`config.mk`:
```
export PLATFORM = sky130hd
export DESIGN_NAME = nzaa_fc_seq
export DESIGN_NICKNAME = d
export VERILOG_FILES = /design/src/rtl/nzaa_pkg.sv /design/src/rtl/nzaa_addr_gen.sv /design/src/rtl/nzaa_fc_seq.sv
export SDC_FILE = /design/constraint.sdc
export NUM_CORES = 1
export LEC_CHECK = 0
export ABC_CLOCK_PERIOD_IN_PS = 1700
export CORE_AREA = 8 8 428 430
export CTS_CLUSTER_SIZE = 40
export DETAILED_ROUTE_END_ITERATION = 8
export DIE_AREA = 0 0 436 438
export GPL_ROUTABILITY_DRIVEN = 0
export HOLD_SLACK_MARGIN = 0.15
export SYNTH_ARGS = -nofsm -noshare
export SYNTH_HDL_FRONTEND = slang
export SYNTH_SLANG_ARGS = --single-unit
```
`constraint.sdc`:
```
create_clock -name clk_h -period 1.7 [get_ports clk_h]
set_input_delay 0.17 -clock clk_h [delete_from_list [all_inputs] [get_ports clk_h]]
set_output_delay 0.17 -clock clk_h [all_outputs]
set_load 0.02 [all_outputs]
```
`src/rtl/nzaa_pkg.sv`:
```
// Shared types and constants for the nzaa fully-connected layer sequencer.
package nzaa_pkg;

  typedef enum logic [2:0] {
    S_IDLE,
    S_CLR,
    S_STREAM,
    S_LAST,
    S_DRAIN,
    S_WR,
    S_CAP,
    S_HOLD
  } state_e;

  localparam int NZAA_DW        = 16;
  localparam int NZAA_WW        = 256;
  localparam int NZAA_THW       = 5;
  localparam int NZAA_N_IN_DEF  = 4096;
  localparam int NZAA_N_ROW_DEF = 63;

endpackage

```
`src/rtl/nzaa_addr_gen.sv`:
```
// Element/row counters and memory address generation for the FC sequencer.
// Addresses are driven combinationally while issuing and held from a register otherwise.
module nzaa_addr_gen #(
  parameter int N_IN  = 4096,
  parameter int N_ROW = 63,
  parameter int XAW   = 12,
  parameter int WAW   = 18,
  parameter int RW    = 6
) (
  input  logic           clk_h,
  input  logic           rst_n,
  input  logic           init,
  input  logic           clr,
  input  logic           step,
  input  logic           next_row,
  output logic [XAW-1:0] x_addr,
  output logic [WAW-1:0] w_addr,
  output logic [RW-1:0]  row,
  output logic           last_k,
  output logic           last_row
);

  logic [XAW-1:0] k_q, k_d;
  logic [XAW-1:0] xa_q, x_cur;
  logic [WAW-1:0] w_base_q, w_base_d;
  logic [WAW-1:0] wa_q, w_cur;
  logic [RW-1:0]  row_q, row_d;

  assign last_k   = (k_q == XAW'(N_IN - 1));
  assign last_row = (row_q == RW'(N_ROW - 1));
  assign x_addr   = x_cur;
  assign w_addr   = w_cur;
  assign row      = row_q;

  always_comb begin
    k_d      = k_q;
    row_d    = row_q;
    w_base_d = w_base_q;
    x_cur    = xa_q;
    w_cur    = wa_q;
    if (init) begin
      row_d    = '0;
      w_base_d = '0;
    end
    if (clr) begin
      k_d   = '0;
      x_cur = '0;
      w_cur = w_base_q;
    end
    // On the final element the address holds so nothing past the row is read.
    if (step && !last_k) begin
      k_d   = k_q + XAW'(1);
      x_cur = k_q + XAW'(1);
      w_cur = w_base_q + WAW'(k_q) + WAW'(1);
    end
    if (next_row) begin
      row_d    = row_q + RW'(1);
      w_base_d = w_base_q + WAW'(N_IN);
    end
  end

  always_ff @(posedge clk_h or negedge rst_n) begin
    if (!rst_n) begin
      k_q      <= '0;
      row_q    <= '0;
      w_base_q <= '0;
      xa_q     <= '0;
      wa_q     <= '0;
    end else begin
      k_q      <= k_d;
      row_q    <= row_d;
      w_base_q <= w_base_d;
      xa_q     <= x_cur;
      wa_q     <= w_cur;
    end
  end

endmodule

```
`src/rtl/nzaa_fc_seq.sv`:
```
// Drives the nzaa accumulator for one FC layer: frames each row with clear/last_line/wr
// and hands each captured 256-bit result to a ready/valid port.
module nzaa_fc_seq
  import nzaa_pkg::*;
#(
  parameter int DW    = NZAA_DW,
  parameter int WW    = NZAA_WW,
  parameter int N_IN  = NZAA_N_IN_DEF,
  parameter int N_ROW = NZAA_N_ROW_DEF,
  parameter int XAW   = 12,
  parameter int WAW   = 18,
  parameter int RW    = 6,
  parameter int DRAIN = 2
) (
  input  logic                clk_h,
  input  logic                rst_n,
  input  logic                start,
  input  logic [NZAA_THW-1:0] th_cfg,
  output logic                busy,
  output logic                done,
  output logic [XAW-1:0]      x_addr,
  input  logic [DW-1:0]       x_rdata,
  output logic [WAW-1:0]      w_addr,
  input  logic [WW-1:0]       w_rdata,
  output logic                clear,
  output logic [NZAA_THW-1:0] th,
  output logic [DW-1:0]       data_in,
  output logic [WW-1:0]       weight_in,
  output logic                last_line,
  output logic                wr,
  input  logic [WW-1:0]       acc_out,
  output logic                res_valid,
  input  logic                res_ready,
  output logic [RW-1:0]       res_row,
  output logic [WW-1:0]       res_data
);

  localparam int DCW = (DRAIN > 1) ? $clog2(DRAIN) : 1;

  state_e              state_q, state_d;
  logic [NZAA_THW-1:0] th_q, th_d;
  logic                busy_q, busy_d;
  logic                done_q, done_d;
  logic                res_valid_q, res_valid_d;
  logic [RW-1:0]       res_row_q, res_row_d;
  logic [WW-1:0]       res_data_q, res_data_d;
  logic [DCW-1:0]      drain_q, drain_d;

  logic          ag_init, ag_clr, ag_step, ag_next;
  logic          last_k, last_row;
  logic [RW-1:0] row;

  nzaa_addr_gen #(
    .N_IN  (N_IN),
    .N_ROW (N_ROW),
    .XAW   (XAW),
    .WAW   (WAW),
    .RW    (RW)
  ) u_addr_gen (
    .clk_h    (clk_h),
    .rst_n    (rst_n),
    .init     (ag_init),
    .clr      (ag_clr),
    .step     (ag_step),
    .next_row (ag_next),
    .x_addr   (x_addr),
    .w_addr   (w_addr),
    .row      (row),
    .last_k   (last_k),
    .last_row (last_row)
  );

  assign data_in   = x_rdata;
  assign weight_in = w_rdata;
  assign th        = th_q;
  assign busy      = busy_q;
  assign done      = done_q;
  assign res_valid = res_valid_q;
  assign res_row   = res_row_q;
  assign res_data  = res_data_q;

  always_comb begin
    state_d     = state_q;
    th_d        = th_q;
    busy_d      = busy_q;
    done_d      = 1'b0;
    res_valid_d = res_valid_q;
    res_row_d   = res_row_q;
    res_data_d  = res_data_q;
    drain_d     = drain_q;
    clear       = 1'b0;
    last_line   = 1'b0;
    wr          = 1'b0;
    ag_init     = 1'b0;
    ag_clr      = 1'b0;
    ag_step     = 1'b0;
    ag_next     = 1'b0;
    case (state_q)
      S_IDLE: begin
        if (start) begin
          th_d    = th_cfg;
          busy_d  = 1'b1;
          ag_init = 1'b1;
          state_d = S_CLR;
        end
      end
      S_CLR: begin
        clear   = 1'b1;
        ag_clr  = 1'b1;
        state_d = S_STREAM;
      end
      S_STREAM: begin
        ag_step = 1'b1;
        if (last_k) state_d = S_LAST;
      end
      S_LAST: begin
        last_line = 1'b1;
        drain_d   = '0;
        state_d   = (DRAIN == 0) ? S_WR : S_DRAIN;
      end
      S_DRAIN: begin
        if (drain_q == DCW'(DRAIN - 1)) state_d = S_WR;
        else                            drain_d = drain_q + DCW'(1);
      end
      S_WR: begin
        wr      = 1'b1;
        state_d = S_CAP;
      end
      S_CAP: begin
        res_data_d  = acc_out;
        res_row_d   = row;
        res_valid_d = 1'b1;
        state_d     = S_HOLD;
      end
      S_HOLD: begin
        if (res_ready) begin
          res_valid_d = 1'b0;
          if (last_row) begin
            done_d  = 1'b1;
            busy_d  = 1'b0;
            state_d = S_IDLE;
          end else begin
            ag_next = 1'b1;
            state_d = S_CLR;
          end
        end
      end
      default: state_d = S_IDLE;
    endcase
  end

  always_ff @(posedge clk_h or negedge rst_n) begin
    if (!rst_n) begin
      state_q     <= S_IDLE;
      th_q        <= '0;
      busy_q      <= 1'b0;
      done_q      <= 1'b0;
      res_valid_q <= 1'b0;
      res_row_q   <= '0;
      res_data_q  <= '0;
      drain_q     <= '0;
    end else begin
      state_q     <= state_d;
      th_q        <= th_d;
      busy_q      <= busy_d;
      done_q      <= done_d;
      res_valid_q <= res_valid_d;
      res_row_q   <= res_row_d;
      res_data_q  <= res_data_d;
      drain_q     <= drain_d;
    end
  end

endmodule
```
=== Yosys cells after proc, flatten, opt, wreduce, memory -nomap -nowiden ===
Index checks and enable logic that the tools add are counted.

* Memories: 0
* Bits in read-only memories: 0
* Word-level logic and storage cells: 81
* Bits in registers: 340
* Input bits: 537
* Memory bits (writable): 0
* Latch bits: 0
* Output and inout bits: 575

* Multiplexer cells: 36
* Bitwise operators: 0
* Shifts and indexed selects: 0
* Reduce and logical (&&, ||, !) cells: 12
* $add $sub $neg: 6
* Multipliers: 0
* $lt $le $gt $ge: 0
* Divide/modulo/power cells: 0
* Equality and inequality tests: 14

{| class="wikitable"
|+ Operators by type and width
! kind !! number
|-
| $mux 18 || 4
|-
| $mux 12 || 4
|-
| $pmux 3 s8 || 1
|-
| $add 18x1->18 const B || 1
|-
| $add 18x12->18 || 1
|-
| $add 18x13->18 const B || 1
|-
| $mux 1 || 18
|-
| $add 12x1->12 const B || 1
|-
| $eq 12x12->1 const B || 1
|-
| $eq 3x3->1 const B || 4
|-
| $mux 3 || 4
|-
| $mux 6 || 2
|-
| $reduce_bool 2->1 || 5
|-
| $ne 2x2->1 const B || 4
|-
| $reduce_and 4->1 || 2
|-
| $add 6x1->6 const B || 1
|-
| $eq 3x2->1 const B || 2
|-
| $eq 6x6->1 const B || 1
|-
| $pmux 1 s2 || 3
|-
| $reduce_and 2->1 || 2
|-
| $eq 3x1->1 const B || 1
|-
| $logic_not 3->1 || 1
|-
| $ne 2x1->1 const B || 1
|-
| $add 1x1->1 const B || 1
|-
| other kinds (2) || 2
|}

=== Longest topological paths before layout ===
Gate-level depths: netlist of run 1.

* Depth in word-level cells: 5
* Mapped depth: 8
* Mapped depth without buffers: 6

=== Modules after synthesis ===
Synthesis of run 1 repeated with hierarchy kept, for this count alone.

* Cell total of the unflattened synthesis: 1119
* Area total of the unflattened synthesis: 15675.0 um^2

{| class="wikitable"
|+ By module, submodules not included
! module !! times used !! area an instance (um^2) !! cells each !! seq. area each (um^2)
|-
| nzaa_fc_seq || 1 || 13128.8 || 884 || 6856.6
|-
| nzaa_addr_gen || 1 || 2546.2 || 235 || 1351.3
|}

=== Worst setup path before layout of run 1 ===
Ideal clock, no wire load.

* Path type: register to output
* From: register u_addr_gen.k_q[0]
* To: output port w_addr[17]
* Required time: 1.530 ns
* Stages on the path, launching flop included: 7
* Arrival: 1.806 ns
* Buffers on the path: 0
* Path slack: -0.276 ns
* Cells stage by stage: dfrtp_1 ha_1 nand3_4 o21ai_0 a31oi_1 a2111o_1 a21oi_1

* Word-level cells in the longest chain between the ends: 4
* Elaborated cells between the ends (all ways): 6
* Those cells by class: add/sub (2); eq/ne (1); mux (1); reduce/logical (2)

{| class="wikitable"
|+ RTL lines
! what !! line !! text
|-
| from (decl) || nzaa_addr_gen.sv:23 || <nowiki>logic [XAW-1:0] k_q, k_d;</nowiki>
|-
| from (signal assigned) || nzaa_addr_gen.sv:70 || <nowiki>k_q <= k_d;</nowiki>
|-
| parallel branches: the longest is 3 deep, another holds $add 18x12->18 || n/a ||
|-
| $mux 18 * || nzaa_addr_gen.sv:51 || <nowiki>if (step && !last_k) begin</nowiki>
|-
| to (decl) || nzaa_fc_seq.sv:23 || <nowiki>output logic [WAW-1:0] w_addr,</nowiki>
|}

Every way passes the cells marked *.

=== Final worst setup path of run 1 ===
* From: register u_addr_gen.k_q[1]
* To: output port w_addr[14]

Same word-level chain as after synthesis.

==> impl_metrics.toml, run 1 <==
[min_path]
worstHoldPathType = "primary input to flip-flop"
min_from = "acc_out[12]"

[setup_path]
path_max_fanout = 5
crit_chain = "ha_4, nand3_4, nor4_4, buf_4, o21a_4, buf_12, mux2_4, buf_6"
critPathTopFamily = "buffers and inverters"
worstSetupPathType = "flip-flop to output port"
critical_path.startpoint = "u_addr_gen.k_q[1]$_DFFE_PN0P_"
start_kind = "flip-flop"
crit_required_ns = 1.53
rr_startpoint = "u_addr_gen.k_q[0]$_DFFE_PN0P_"
crit_buf_inv = 3
reg2reg_slack_ns = -0.17
slowest_delay_ns = 0.38
end_kind = "output port"
cp.arrival_ns = 2.41
crit_slowest_cell = "dfrtp_1"

[layout]
drive_gt1_share_pct = 35.8
final_area_sq_mm = 0.0268
area_growth_pct = 81.4
final_nets = 2287

[grt]
grt_max_degree = 62
grt_pass1_vias = 12163
grt_overflow = 0
grt_usage_pct = 7.82
antenna_found_initial = 49
grt_pass1_wl_mm = 106

[floorplanning]
rows = 155
fp.dieW_um = 436
die_y_um = 438
ioPinCount = 1112
start_util_pct = 8.35
die_area_sq_mm = 0.191
core-area_sq_mm = 0.177

[sta]
fin_crit_sh_pct = 152
fin_setup_tns_ns = -44.97
fin_ws_ns = -0.884
final-hold-violation-count = 0
slew_headroom_pct = 69.9
clock_skew_ns = 0.0394
worst_pin_slew_ns = 0.454
rsz0062_at_grt = "yes"
setup_viol = 325
post-route-min-period_ns = 2.58
fmax_mhz = 387
drv_slew = 0

[synthesis]
synth_commonest_cells = "328 x dfrtp_1, 274 x buf_4, 261 x mux2_2"
synth_top_family_by_area = "multiplexers"
synthMuxAreaShare_pct = 20.2
synthMostInstantiatedCell = "dfrtp_1"
synth_area_leaders = "dfrtp_1 56%, mux2_2 20%, buf_4 14%, a21o_1 1.3%, nand2_1 1.1%"
ys_ff_latch = 328
synthCells = 1115
synth-main-ff-cell = "dfrtp_1"
synth_edf_count = 0
netlist_area_sq_mm = 0.0148
syn_nets = 1657
synth_fa_ha_area_share_pct = 0.424
synth.distinct_cells = 48
synthXorXnorAreaFrac_pct = 0.653
synth.avg_cell_area_sq_um = 13.2
synth_warnings = 0
yosysSeqAreaShare_pct = 55.6
synth_top_area_cell = "dfrtp_1"
synth-simple-area-share_pct = 3.98
synth_compound_area_share_pct = 3.53
synthArstFlopShare_pct = 100
synth_top_area_share_pct = 55.6

[drt]
drtAntennaViolNets = 0
viasPerCell = 2.75
wl_per_cell_um = 19.6
dr.pass1.iters = 4
drt_iter0_drc = 475
vias = 11383
drt-total-wl_mm = 81.2
drc_errors = 0

[power]
ir_worst_vdd_mv = 1.02
p_leak_nw = 11.3
p_per_area_mw_per_mm2 = 1760

[placed_design]
hpwl_mm = 63.5
dp_slack_ns = -0.673
port_buffers = 567
placed_cell_area_sq_mm = 0.0223

[clock_network]
clk_pin_slew_worst_paths_ns = 0.06
cts_buffers = 42
cts_tree = "done"
cts_htree_levels = 2
clock_sinks = 328
cts_max_path_buffers = 3
root_buffer = "clkbuf_16"
clock_latency_ns = 0.62

[outcome]
violations = "negative setup slack"
outcome = "complete, but fails checks"

[run]
drv_cap = 0
-- report_power, final --
group / switching [mW] / internal (mW)
clock: 3.97 / 5.52
sequential: 1.84 / 11.4
combinational: 12.4 / 11.8
-- through the flow --
step           util, %  std cells  total power [mW]  hold slack [ns]
3_3_place_gp      12.6       3824              36.0           0.0717
3_5_place_dp      12.6       3824              36.2           0.0714
6_report          15.1       4144              47.0            0.210
4_1_cts           14.7       4098              46.2            0.150
2_1_floorplan        -       1115              25.1           -0.126
5_1_grt           15.1       4140              49.7            0.168
-- logic make-up after synthesis --
kind of cell    count (synthesis)
buf+inv                       318
compound gates                 74
fa+ha+maj                       5
mux                           264
simple gates                  115
flops                         328
xor+xnor                       11
-- cell usage in the layout (no fill, tap or decap), drive strengths merged, types with 2 or more instances in the layout --
cell | Yosys | layout
mux2 | 264 | 264
buf | 308 | 205
nor3b | 2 | 2
a22o | 3 | 3
ha | 5 | 5
clkinv | 0 | 18
clkdlybuf4s15 | 0 | 8
o211ai | 2 | 2
nor4 | 3 | 3
dlygate4sd3 | 0 | 162
clkbuf | 4 | 63
diode | 0 | 10
o22ai | 2 | 2
a31oi | 4 | 4
o21a | 3 | 3
a21oi | 6 | 6
xor2 | 2 | 2
o21ai | 19 | 19
xnor2 | 9 | 9
clkdlybuf4s50 | 0 | 263
dfrtp | 328 | 328
nor3 | 10 | 10
inv | 6 | 9
nand3 | 14 | 14
bufinv | 0 | 3
a21o | 26 | 26
nand4 | 6 | 6
nor2 | 24 | 24
or3 | 2 | 2
and2 | 3 | 3
clkinvlp | 0 | 2
o31ai | 2 | 2
nand2 | 43 | 43
dlygate4sd2 | 0 | 249
and3 | 5 | 5
-- worst paths after layout --
| path | to | cells after the start |
|---|---|---|
| worst min register to register | th[3]$_DFFE_PN0P_ | 2 |
| worst max-delay path | w_addr[14] | 8 |
| min in group asynchronous | res_data[101]$_DFFE_PN0P_ | 4 |
| worst min-delay path | res_data[12]$_DFFE_PN0P_ | 2 |
| worst max register to register | u_addr_gen.xa_q[6]$_DFF_PN0_ | 9 |
| max in group asynchronous | u_addr_gen.xa_q[10]$_DFF_PN0_ | 5 |
-- area by class of cell --
cell class | instances | area [sq um]
antenna | 10 | 25.0
multi-input combinational | 469 | 4900
inverter | 6 | 25.0
tap | 2355 | 2950
fill | 19738 | 150000
sequential | 328 | 8210
clock inverter | 26 | 298
clock buffer | 52 | 1190
timing repair buffer | 898 | 9180
-- layer usage --
metal	global-route usage, %	vias up	part of all wire (%)	routed length (um)
li1	-	4811	-	-
met2	13.2	596	49	39500
met3	4.08	258	11	9180
met1	7.97	5718	35	28000
met4	3.80	0	5.4	4410
met5	0	-	0	0
-- repair_timing --
item                                    CTS  global route
hold endpoints to repair                488             0
setup buffers                            27            26
hold buffers                            163             0
resized for setup                       464            90
pin swaps                                31            24
endpoints found under the setup margin  468           354
gates cloned                              6            14
-- state kept, by name (all words and copies together) (netlist names) --
| signal | cells |
|---|---|
| busy | 1 |
| drain_q | 1 |
| res_row | 6 |
| res_valid | 1 |
| done | 1 |
| u_addr_gen.row | 6 |
| u_addr_gen.w_base_q | 6 |
| u_addr_gen.wa_q | 18 |
| u_addr_gen.xa_q | 12 |
| th | 5 |
| state_q | 3 |
| u_addr_gen.k_q | 12 |
| res_data | 256 |
Power figures use the tool's default switching activity.
==> run 2, diff against run 1 <==
--- a/config.mk
+++ b/config.mk
@@ -6,7 +6,8 @@
 export NUM_CORES = 1
 export LEC_CHECK = 0
 export ABC_CLOCK_PERIOD_IN_PS = 1700
-export CORE_AREA = 8 8 428 430
+export CAP_MARGIN = 10
+export CORE_AREA = 2 2 434 436
 export CTS_CLUSTER_SIZE = 40
 export DETAILED_ROUTE_END_ITERATION = 8
 export DIE_AREA = 0 0 436 438
==> impl_metrics.toml, run 2 (synthesis results as in run 1) <==
[grt]
grt_overflow = 0
grt_max_degree = 67
grt_usage_pct = 7.54
grt_pass1_vias = 11948
grt_pass1_wl_mm = 101
antenna_found_initial = 44

[sta]
worst_pin_slew_ns = 1.04
setup_viol = 327
final-hold-violation-count = 0
fmax_mhz = 373
clock_skew_ns = 0.0499
slew_headroom_pct = 30.5
rsz0062_at_grt = "yes"
post-route-min-period_ns = 2.68
drv_slew = 0
fin_ws_ns = -0.980
fin_crit_sh_pct = 158
whs_ns = 0.197

[setup_path]
critPathTopFamily = "buffers and inverters"
start_kind = "flip-flop"
rr_startpoint = "state_q[2]$_DFFE_PN0P_"
end_kind = "output port"
critical_path.startpoint = "u_addr_gen.k_q[0]$_DFFE_PN0P_"
reg2reg_slack_ns = -0.25
slowest_delay_ns = 0.39
worstSetupPathType = "flip-flop to output port"
crit_buf_inv = 5
path_max_fanout = 5
worst_r2r_endpoint = "res_data[180]$_DFFE_PN0P_"
crit_chain = "buf_4, buf_4, nand2_2, buf_4, nor3_1, xnor2_1, nor2_4, buf_6, a21o_4, buf_12"
cp.arrival_ns = 2.51
path_common_cell = "buf_4"
crit_required_ns = 1.53
crit_slowest_cell = "dfrtp_2"
reg2regPathDepth = 9

[drt]
vias = 11350
viasPerCell = 2.64
drtAntennaViolNets = 0
drt_iter0_drc = 372
drc_errors = 0
drt-total-wl_mm = 78.4
dr.pass1.iters = 4
wl_per_cell_um = 18.2

[power]
switching_power_mw = 18.2
pwr-share-comb_pct = 52.1
p_per_area_mw_per_mm2 = 1750
pwr-share-seq_pct = 28.3
power_frac_clock_pct = 19.6
p_leak_nw = 11.4
sw_frac_of_total_pct = 38.4
ir_worst_vdd_mv = 1.03
internal_power_mw = 29.2

[floorplanning]
die_area_sq_mm = 0.191
rows = 159
core-area_sq_mm = 0.187
fp.dieW_um = 436
start_util_pct = 7.91
ioPinCount = 1112
die_y_um = 438

[placed_design]
hpwl_mm = 60.6
port_buffers = 567

[clock_network]
cts_htree_levels = 2
root_buffer = "clkbuf_16"
cts_buffers = 42
clk_pin_slew_worst_paths_ns = 0.06
cts_max_path_buffers = 3
cts_tree = "done"
clock_latency_ns = 0.62
clock_sinks = 328

[layout]
drive_gt1_share_pct = 35.7
final_nets = 2310
final_common_cell = "dfrtp_1"
final_cell_mix = "326 x dfrtp_1, 263 x clkdlybuf4s50_1, 239 x dlygate4sd2_1"
largest_register_ffs = 256
area_growth_pct = 84.2
fin_util_pct = 14.6

[run]
drv_cap = 0

[outcome]
violations = "negative setup slack"
outcome = "complete, but fails checks"

[min_path]
worstHoldPathType = "primary input to async pin"
-- run 2: per-layer routing --
layer  wire, um  GRT usage (%)  vias to the layer above  share of wire [%]
met3       8880           4.03                      260                 11
met5        397           1.44                        -               0.51
li1           -              -                     4848                  -
met4       4410           3.85                       10                5.6
met1      27500           7.67                     5616                 35
met2      37200           12.4                      616                 47
-- run 2: power groups by stage --
| stage | Sequential [mW] | Combinational, mW | Clock [mW] |
|---|---|---|---|
| finish | 13.4 | 24.7 | 9.31 |
| global route | 13.9 | 26.2 | 10.0 |
| CTS | 13.4 | 22.6 | 9.73 |
| detailed placement | 13.5 | 23.0 | 0 |
| global placement | 13.4 | 22.9 | 0 |
| floorplan | 17.2 | 7.84 | 0 |
-- run 2: worst max path at each step --
stage	endpoint	slack (ns)	depth (start not counted)
6_report	x_addr[9]	-0.98	10
5_1_grt	x_addr[9]	-1.11	10
4_1_cts	x_addr[9]	-1.10	10
3_5_place_dp	w_addr[17]	-0.63	6
3_3_place_gp	w_addr[17]	-0.63	7
2_1_floorplan	w_addr[17]	-0.03	6
-- run 2: final cells by class --
class                           count  area, sq um
Multi-Input combinational cell    469         4950
Clock buffer                       55         1170
Antenna cell                        6         15.0
Tap cell                         2495         3120
Fill cell                       20896       159000
Timing Repair Buffer              921         9460
Inverter                            6         30.0
Sequential cell                   328         8210
Clock inverter                     17          228
-- run 2: through the flow --
step	total power [mW]	worst slack, ns	instances	cell area [sq um]	TNS, ns
after floorplan	25.1	-0.0254	1115	15000	-0.0254
after global placement	36.3	-0.628	3977	22700	-16.34
after detailed placement	36.6	-0.631	3977	22700	-19.33
after CTS	45.7	-1.10	4254	26100	-70.30
after global routing	50.1	-1.11	4292	27200	-92.92
final	47.5	-0.980	4297	27200	-63.67
-- run 2: worst min-delay path, delay by kind of cell --
family	cells	cell delay, ns
buffers and inverters	3	0.97
-- run 2: what timing repair did --
action,in CTS,in global routing
buffers inserted,24,29
pin swaps,20,22
hold buffers,175,0
resized for setup,447,135
endpoints found under the setup margin,345,372
hold endpoints to repair,501,0
gates cloned,7,16
